===== src/rtl/reconciled_key_streamer.sv =====
// Records per-frame EV results, then streams words of passing frames from the reconciled-key BRAM to the PA FIFO.
// Read-to-FIFO latency RD_LATENCY+2 cycles; pa_full stalls reads via occupancy credits, nothing is dropped.
module reconciled_key_streamer #(
  parameter int FRAME_WORDS = 256,
  parameter int NUM_FRAMES  = 64,
  parameter int RD_LATENCY  = 2,
  parameter int BUF_DEPTH   = 4
) (
  input  logic        clk,
  input  logic        rst_n,
  input  logic        frame_done,
  input  logic        frame_fail,
  input  logic        start_stream,
  input  logic        addr_index,
  output logic        busy,
  output logic        finish_stream,
  output logic [6:0]  passed_frame_cnt,
  output logic        rkey_clkb,
  output logic        rkey_enb,
  output logic        rkey_web,
  output logic [14:0] rkey_addrb,
  input  logic [63:0] rkey_doutb,
  output logic        pa_wr_clk,
  output logic        pa_wr_en,
  output logic [63:0] pa_wr_din,
  input  logic        pa_full
);

  localparam int AW = 14;
  localparam int WW = $clog2(FRAME_WORDS);
  localparam int FW = $clog2(NUM_FRAMES) + 1;
  localparam int RW = (NUM_FRAMES > 1) ? $clog2(NUM_FRAMES) : 1;
  localparam int PW = (BUF_DEPTH > 1) ? $clog2(BUF_DEPTH) : 1;
  localparam int OW = $clog2(BUF_DEPTH + 1);
  localparam int CW = $clog2(BUF_DEPTH + RD_LATENCY + 3);
  localparam int SR = RD_LATENCY + 1;

  typedef enum logic [2:0] {
    S_IDLE,
    S_SCAN,
    S_READ,
    S_DRAIN,
    S_DONE
  } state_t;

  state_t              state_q;
  logic [NUM_FRAMES-1:0] bitmap_q;
  logic [RW-1:0]       rec_ptr_q;
  logic [FW-1:0]       frame_q;
  logic [WW-1:0]       word_q;
  logic [6:0]          cnt_q;
  logic                busy_q;
  logic                finish_q;
  logic [6:0]          passed_q;

  logic [14:0]         addr_q;
  logic [SR-1:0]       vld_q;
  logic [63:0]         buf_q [BUF_DEPTH];
  logic [PW-1:0]       wptr_q;
  logic [PW-1:0]       rptr_q;
  logic [OW-1:0]       occ_q;
  logic [OW-1:0]       occ_d;
  logic                wr_en_q;
  logic [63:0]         wr_din_q;

  logic [CW-1:0]       inflight;
  logic                push;
  logic                pop;
  logic                issue;
  logic [AW-1:0]       rd_addr_lo;

  // vld_q[SR-1] high means doutb carries the word addressed SR-1 cycles earlier.
  always_comb begin
    inflight = '0;
    for (int i = 0; i < SR; i++) begin
      inflight = inflight + CW'(vld_q[i]);
    end
    push       = vld_q[SR-1];
    pop        = (occ_q != '0) && !pa_full;
    // A pop this cycle frees a slot, which keeps full rate at steady state.
    issue      = (state_q == S_READ) &&
                 ((CW'(occ_q) + inflight) < (CW'(BUF_DEPTH) + CW'(pop)));
    rd_addr_lo = (AW'(frame_q) << WW) | AW'(word_q);
    occ_d      = occ_q + OW'(push) - OW'(pop);
  end

  always_ff @(posedge clk) begin
    if (!rst_n) begin
      state_q   <= S_IDLE;
      bitmap_q  <= '0;
      rec_ptr_q <= '0;
      frame_q   <= '0;
      word_q    <= '0;
      cnt_q     <= '0;
      busy_q    <= 1'b0;
      finish_q  <= 1'b0;
      passed_q  <= '0;
    end else begin
      finish_q <= 1'b0;
      case (state_q)
        S_IDLE: begin
          if (frame_done) begin
            bitmap_q[rec_ptr_q] <= frame_fail;
            if (rec_ptr_q != RW'(NUM_FRAMES - 1)) begin
              rec_ptr_q <= rec_ptr_q + 1'b1;
            end
          end
          if (start_stream) begin
            state_q <= S_SCAN;
            busy_q  <= 1'b1;
            frame_q <= '0;
            cnt_q   <= '0;
          end
        end
        S_SCAN: begin
          if (frame_q == FW'(NUM_FRAMES)) begin
            state_q <= S_DRAIN;
          end else if (bitmap_q[frame_q[RW-1:0]]) begin
            frame_q <= frame_q + 1'b1;
          end else begin
            word_q  <= '0;
            cnt_q   <= cnt_q + 1'b1;
            state_q <= S_READ;
          end
        end
        S_READ: begin
          if (issue) begin
            word_q <= word_q + 1'b1;
            if (word_q == WW'(FRAME_WORDS - 1)) begin
              frame_q <= frame_q + 1'b1;
              state_q <= S_SCAN;
            end
          end
        end
        S_DRAIN: begin
          if (inflight == '0 && occ_q == '0) begin
            finish_q <= 1'b1;
            passed_q <= cnt_q;
            state_q  <= S_DONE;
          end
        end
        S_DONE: begin
          busy_q    <= 1'b0;
          bitmap_q  <= '0;
          rec_ptr_q <= '0;
          state_q   <= S_IDLE;
        end
        default: state_q <= S_IDLE;
      endcase
    end
  end

  always_ff @(posedge clk) begin
    if (!rst_n) begin
      addr_q   <= '0;
      vld_q    <= '0;
      wptr_q   <= '0;
      rptr_q   <= '0;
      occ_q    <= '0;
      wr_en_q  <= 1'b0;
      wr_din_q <= '0;
    end else begin
      vld_q <= {vld_q[SR-2:0], issue};
      if (issue) begin
        addr_q <= {addr_index, rd_addr_lo};
      end
      if (push) begin
        wptr_q <= (wptr_q == PW'(BUF_DEPTH - 1)) ? '0 : wptr_q + 1'b1;
      end
      if (pop) begin
        rptr_q   <= (rptr_q == PW'(BUF_DEPTH - 1)) ? '0 : rptr_q + 1'b1;
        wr_din_q <= buf_q[rptr_q];
      end
      occ_q   <= occ_d;
      wr_en_q <= pop;
    end
  end

  // Storage needs no reset; occupancy and pointers define what is valid.
  always_ff @(posedge clk) begin
    if (push) begin
      buf_q[wptr_q] <= rkey_doutb;
    end
  end

  assign busy             = busy_q;
  assign finish_stream    = finish_q;
  assign passed_frame_cnt = passed_q;
  assign rkey_clkb        = clk;
  assign rkey_enb         = 1'b1;
  assign rkey_web         = 1'b0;
  assign rkey_addrb       = addr_q;
  assign pa_wr_clk        = clk;
  assign pa_wr_en         = wr_en_q;
  assign pa_wr_din        = wr_din_q;

endmodule


===== config.mk =====
export PLATFORM = sky130hd
export DESIGN_NAME = reconciled_key_streamer
export DESIGN_NICKNAME = d
export VERILOG_FILES = /design/src/rtl/reconciled_key_streamer.sv
export SDC_FILE = /design/constraint.sdc
export NUM_CORES = 1
export LEC_CHECK = 0
export BUFFER_PORTS_ARGS = -buffer_cell sky130_fd_sc_hd__buf_2
export CORE_ASPECT_RATIO = 0.9
export CORE_MARGIN = 5
export CORE_UTILIZATION = 49
export DETAILED_ROUTE_END_ITERATION = 6
export PLACE_DENSITY = 0.67
export SLEW_MARGIN = 20
export SYNTH_ARGS = -nofsm -noshare
export SYNTH_HDL_FRONTEND = slang
export SYNTH_SLANG_ARGS = --single-unit

===== constraint.sdc =====
create_clock -name clk -period 3.6 [get_ports clk]
set_clock_uncertainty 0.1 [all_clocks]
set_input_delay 0.18 -clock clk [delete_from_list [all_inputs] [get_ports clk]]
set_output_delay 0.18 -clock clk [all_outputs]
set_load 0.01 [all_outputs]

======== Word-level counts from Yosys, hierarchy flattened ========
Memories as Yosys holds them, arrays and structs flattened. A register that Yosys moved wholly into a read port is not among the register bits.
Index checks and enable logic that the tools add are counted.
storage, ports and cells
  flip-flop bits (word level) ............. 130
  logic and storage cells ................. 112
  memories ................................ 1
  bits in latches ......................... 0
  output and inout port bits .............. 93
  RAM bits ................................ 256
  input port bits ......................... 71
  memory bits (read-only) ................. 0
memories
  name   depth  bits a word  rd ports  clocked after memory_dff  wr ports  line  source
  buf_q  4      64           1         1                         1         58    logic [63:0] buf_q [BUF_DEPTH];
operators by class
  equal/unequal tests ..................... 19
  bitwise gates (word level) .............. 1
  shifts and indexed selects .............. 0
  reduce and logical (&&, ||, !) cells .... 23
  div/mod/pow operators ................... 0
  magnitude comparators ................... 4
  $mul .................................... 0
  $add $sub $neg .......................... 12
  multiplexer cells ....................... 37
operators by type and width
  cell                                                                           count
  64-bit one-hot mux with 2 select lines                                         1
  64-bit bitwise mux                                                             1
  64-bit two-way mux                                                             1
  7-bit two-way mux                                                              7
  8-bit two-way mux                                                              3
  7-bit one-hot mux with 3 select lines                                          1
  3-bit two-way mux                                                              6
  2-bit inequality test (second input constant)                                  8
  8-bit one-hot mux with 2 select lines                                          1
  7-bit by 1-bit adder with 7-bit output (second input constant)                 2
  6-bit by 7-bit less-than comparator with 1-bit output (second input constant)  2
  14-bit by 8-bit OR with 14-bit output                                          1
  7-bit one-hot mux with 2 select lines                                          1
  6-bit two-way mux                                                              2
  3-bit one-hot mux with 4 select lines                                          1
  6-bit one-hot mux with 2 select lines                                          1
  8-bit by 1-bit adder with 8-bit output (second input constant)                 1
  8-bit equality test (second input constant)                                    1
  2-bit AND reduction                                                            4
  4-bit AND reduction                                                            2
  7-bit equality test (second input constant)                                    1
  6-bit by 1-bit adder with 6-bit output (second input constant)                 1
  1-bit binary-select mux with 6-bit select                                      1
  1-bit demux with 6-bit select                                                  1
  other kinds (28)                                                               45

======== Logic depth before layout (Yosys ltp) ========
  depth after elaboration ................. 7
  mapped depth ............................ 13
  mapped depth without buffers ............ 11

==> metrics.md <==
| Metric | Value |
|---|---|
| Status | `finished, violations left` |
| Failing checks | `negative setup slack` |
| Initial antenna violation count | `4` |
| CP Max Fanout | `7` |
| Fin crit period | `around 3.7 ns` |
| Post-synth ARST share | `0` |
| Hold Vio Cnt, Final | `0` |
| Yosys cell types | `63` |
| Final Instance Area | `between 0.02 and 0.025 mm²` |
| Share of layout cells above drive strength 1 | `0.2286` |
| Switching Share | `0.2631` |
| Placed insts | `around 1,900` |
| Crit start category | `flip-flop` |
| Initial DRC Count | `699` |
| Clock power share | `0.390` |
| DIE HEIGHT | `between 150 and 200 µm` |
| CP arrival | `between 4 and 5 ns` |
| Clock latency on the worst-skew pair | `around 0.67 ns` |
| # setup viols final | `4` |
| Pwr per Cell Area | `~610 mW/mm²` |
| Rows | `between 60 and 70` |
| Tcrit/Tclk final | `1.036` |
| DPL Wire Length | `23.09 mm` |
| Clock-pin slew of the registers on the worst-case setup and hold paths | `~0.06 ns` |
| Slew @ Worst Pin | `between 1 and 1.5 ns` |
| Via count | `between 10,000 and 15,000` |
| GRT overflow | `0` |
| IO Pins | `164` |
| Worst reg2reg path depth | `12` |
| Detailed Route WL | `between 30 and 40 mm` |
| Post-synth EDFFs | `256` |
| Commonest cells after routing, fill and taps aside | `256 x edfxtp_1, 221 x nand2_1, 190 x dfxtp_1, 160 x buf_2, 130 x nor2_1` |
| Crit Path Class | `flip-flop to flip-flop` |
| Area grow syn2layout | `20.81%` |
| Nets | `1,649` |
| Post-synthesis instance area | `roughly 0.018 mm²` |
| Internal | `roughly 9.6 mW` |
| Max rail drop VDD | `about 0.49 mV` |
| Worst hold path type | `input port to flip-flop` |
| Initial Util | `0.4938` |
| Final std cells w/o fill | `2,077` |
| Syn Nets | `1,421` |
| Vias in the first global route | `about 12,000` |
| Sequential share of power | `0.455` |
| CP required | `4.10 ns` |
| CP Capture Type | `flip-flop` |
| Gpl congestion | `0.8250` |
| Max Slew Vio Count | `0` |
| DIE AREA | `between 0.04 and 0.05 mm²` |
| Area of the core | `between 0.03 and 0.04 mm²` |
| Largest net degree at the start of global routing | `roughly 100` |
| DRC Markers | `0` |
| First-pass GRT wire length | `about 63 mm` |
| Comb pwr share | `0.155` |
| Vias per inst | `roughly 5.4` |
| Largest cells by area after synthesis | `edfxtp_1 43%, dfxtp_1 22%, mux4_2 9.4%, mux2i_1 5.5%, nand2_1 4.7%` |
| Avg Inst Size Synth | `13.31 µm²` |
| Slew HR | `0.3063` |
| Max Freq | `~270 MHz` |
| First-pass DRT Iterations | `5` |
| Power, Total | `~13 mW` |
| Synth area leader | `edfxtp_1` |
| Total negative slack | `-0.2595 ns` |
| Cells after synthesis | `roughly 1,300` |
| Hold Path Stages | `2` |
| Placed inst area | `~0.019 mm²` |
| Port Buf Inserts | `roughly 160` |
| CTS tree | `yes` |
| Flops & latches, synth | `between 400 and 500` |
| Ys Warns | `0` |
| Tot GR Track Use | `0.1964` |
| Commonest non-fill, non-tap cell in the layout | `edfxtp_1` |
| Leak | `8.066 nW` |
| RSZ-0062 raised after global routing | `true` |
| Die X | `210.6 µm` |
| ANT nets after route | `0` |
| Net Switching | `approximately 3.4 mW` |
| Post-layout util | `0.5965` |
| Max Cap Violations | `0` |
| DR WL/cell | `between 15 and 20 µm` |
| Top-area cell type share of the netlist area | `0.4334` |
| Share of the yosys chip area belonging to registers | `0.6524` |
| Final worst slack | `-0.1310 ns` |
| Main synth FF type | `edfxtp_1` |
layout make-up:
cell class                      count  area [µm²]
Antenna cell                        4       10.01
Clock buffer                       67        1378
Clock inverter                     23       286.5
Fill cell                        2774       14490
Inverter                           18       68.82
Multi-Input combinational cell    784        5767
Sequential cell                   450       11580
Tap cell                          476       595.6
Timing Repair Buffer              255        1742
logic make-up after synthesis:
group / Yosys count / synth area share
AO/OA/AOI/OAI: 138 / 0.04642
XOR/XNOR: 6 / 0.002963
adder cells (fa/ha/maj): 17 / 0.01326
buffers and inverters: 99 / 0.02455
flip-flops: 450 / 0.6524
multiplexers: 173 / 0.1508
other: 2 / 0.0004234
AND/OR/NAND/NOR: 448 / 0.1092
layer usage:
metal / up-vias / GRT usage / wire (µm)
li1: 5303 / - / -
met1: 5581 / 0.2648 / 17180
met2: 316 / 0.3239 / 18710
met3: 51 / 0.04442 / 2681
met4: 0 / 0.05535 / 581
met5: - / 0 / 0
power by group through the flow:
stage | clock network (mW) | registers (mW) | logic [mW]
6_report | 5.09 | 5.95 | 2.03
5_1_grt | 5.42 | 5.99 | 2.23
4_1_cts | 5.21 | 5.95 | 2.03
3_5_place_dp | 0.0336 | 6.06 | 1.94
3_3_place_gp | 0.0336 | 6.05 | 1.91
2_1_floorplan | 0.0458 | 5.97 | 1.34
synth_stat cells (5+ instances only):
master	count
buf_2	5
nor3_1	9
nand4_1	9
nand3_1	17
o21ai_0	16
nand2b_1	8
ha_1	14
nand2_1	222
or4_1	8
inv_1	17
nor2_1	130
and2_1	10
a21oi_1	88
or3_1	5
dfxtp_1	194
nor2b_1	9
mux2i_1	97
buf_1	13
edfxtp_1	256
o211ai_1	5
mux4_2	74
clkbuf_1	54
buf_4	5
flip-flops by register name (all words and copies together), names as in the netlist, 6 cells and up:
register and flops:
passed_frame_cnt 7, bitmap_q 64, word_q 8, rkey_addrb 15, cnt_q 7, rec_ptr_q 6, pa_wr_din 64, frame_q 7
buf_q 256
what timing repair did:
action / in CTS / in global routing
buffers inserted: 1 / 2
hold buffers: 68 / 1
gates resized for setup: 4 / 7
setup endpoints to repair: 3 / 7
endpoints found under the hold margin: 282 / 1
pin swaps: 5 / 11
per-stage QoR:
stage / worst slack (ns) / hold slack, ns
floorplan: 0.09103 / 0.1718
global route: -0.2597 / 0.1390
finish: -0.1310 / 0.1527
global placement: -0.02207 / 0.1806
CTS: 0.003041 / 0.1170
detailed placement: -0.05420 / 0.1806
final timing paths:
check / from / slack [ns] / to
worst min register to register: pa_wr_din[48] / 0.35 / pa_wr_din[48]
worst min-delay path: rkey_doutb[37] / 0.15 / buf_q[3][37]
worst max-delay path: vld_q[0] / -0.13 / frame_q[2]
worst max register to register: vld_q[0] / -0.13 / frame_q[2]
critical path, cell delays in order, from the launching register on:
cell	delay, ns
dfxtp_2	0.33
fa_1	0.57
ha_2	0.20
inv_2	0.04
fa_1	0.47
or3b_1	0.36
o22ai_2	0.17
nand3b_1	0.13
a221oi_2	0.34
o211ai_1	0.20
buf_4	0.20
or4_4	0.41
a21oi_2	0.14
No activity file was read; power rests on OpenSTA's default activity.
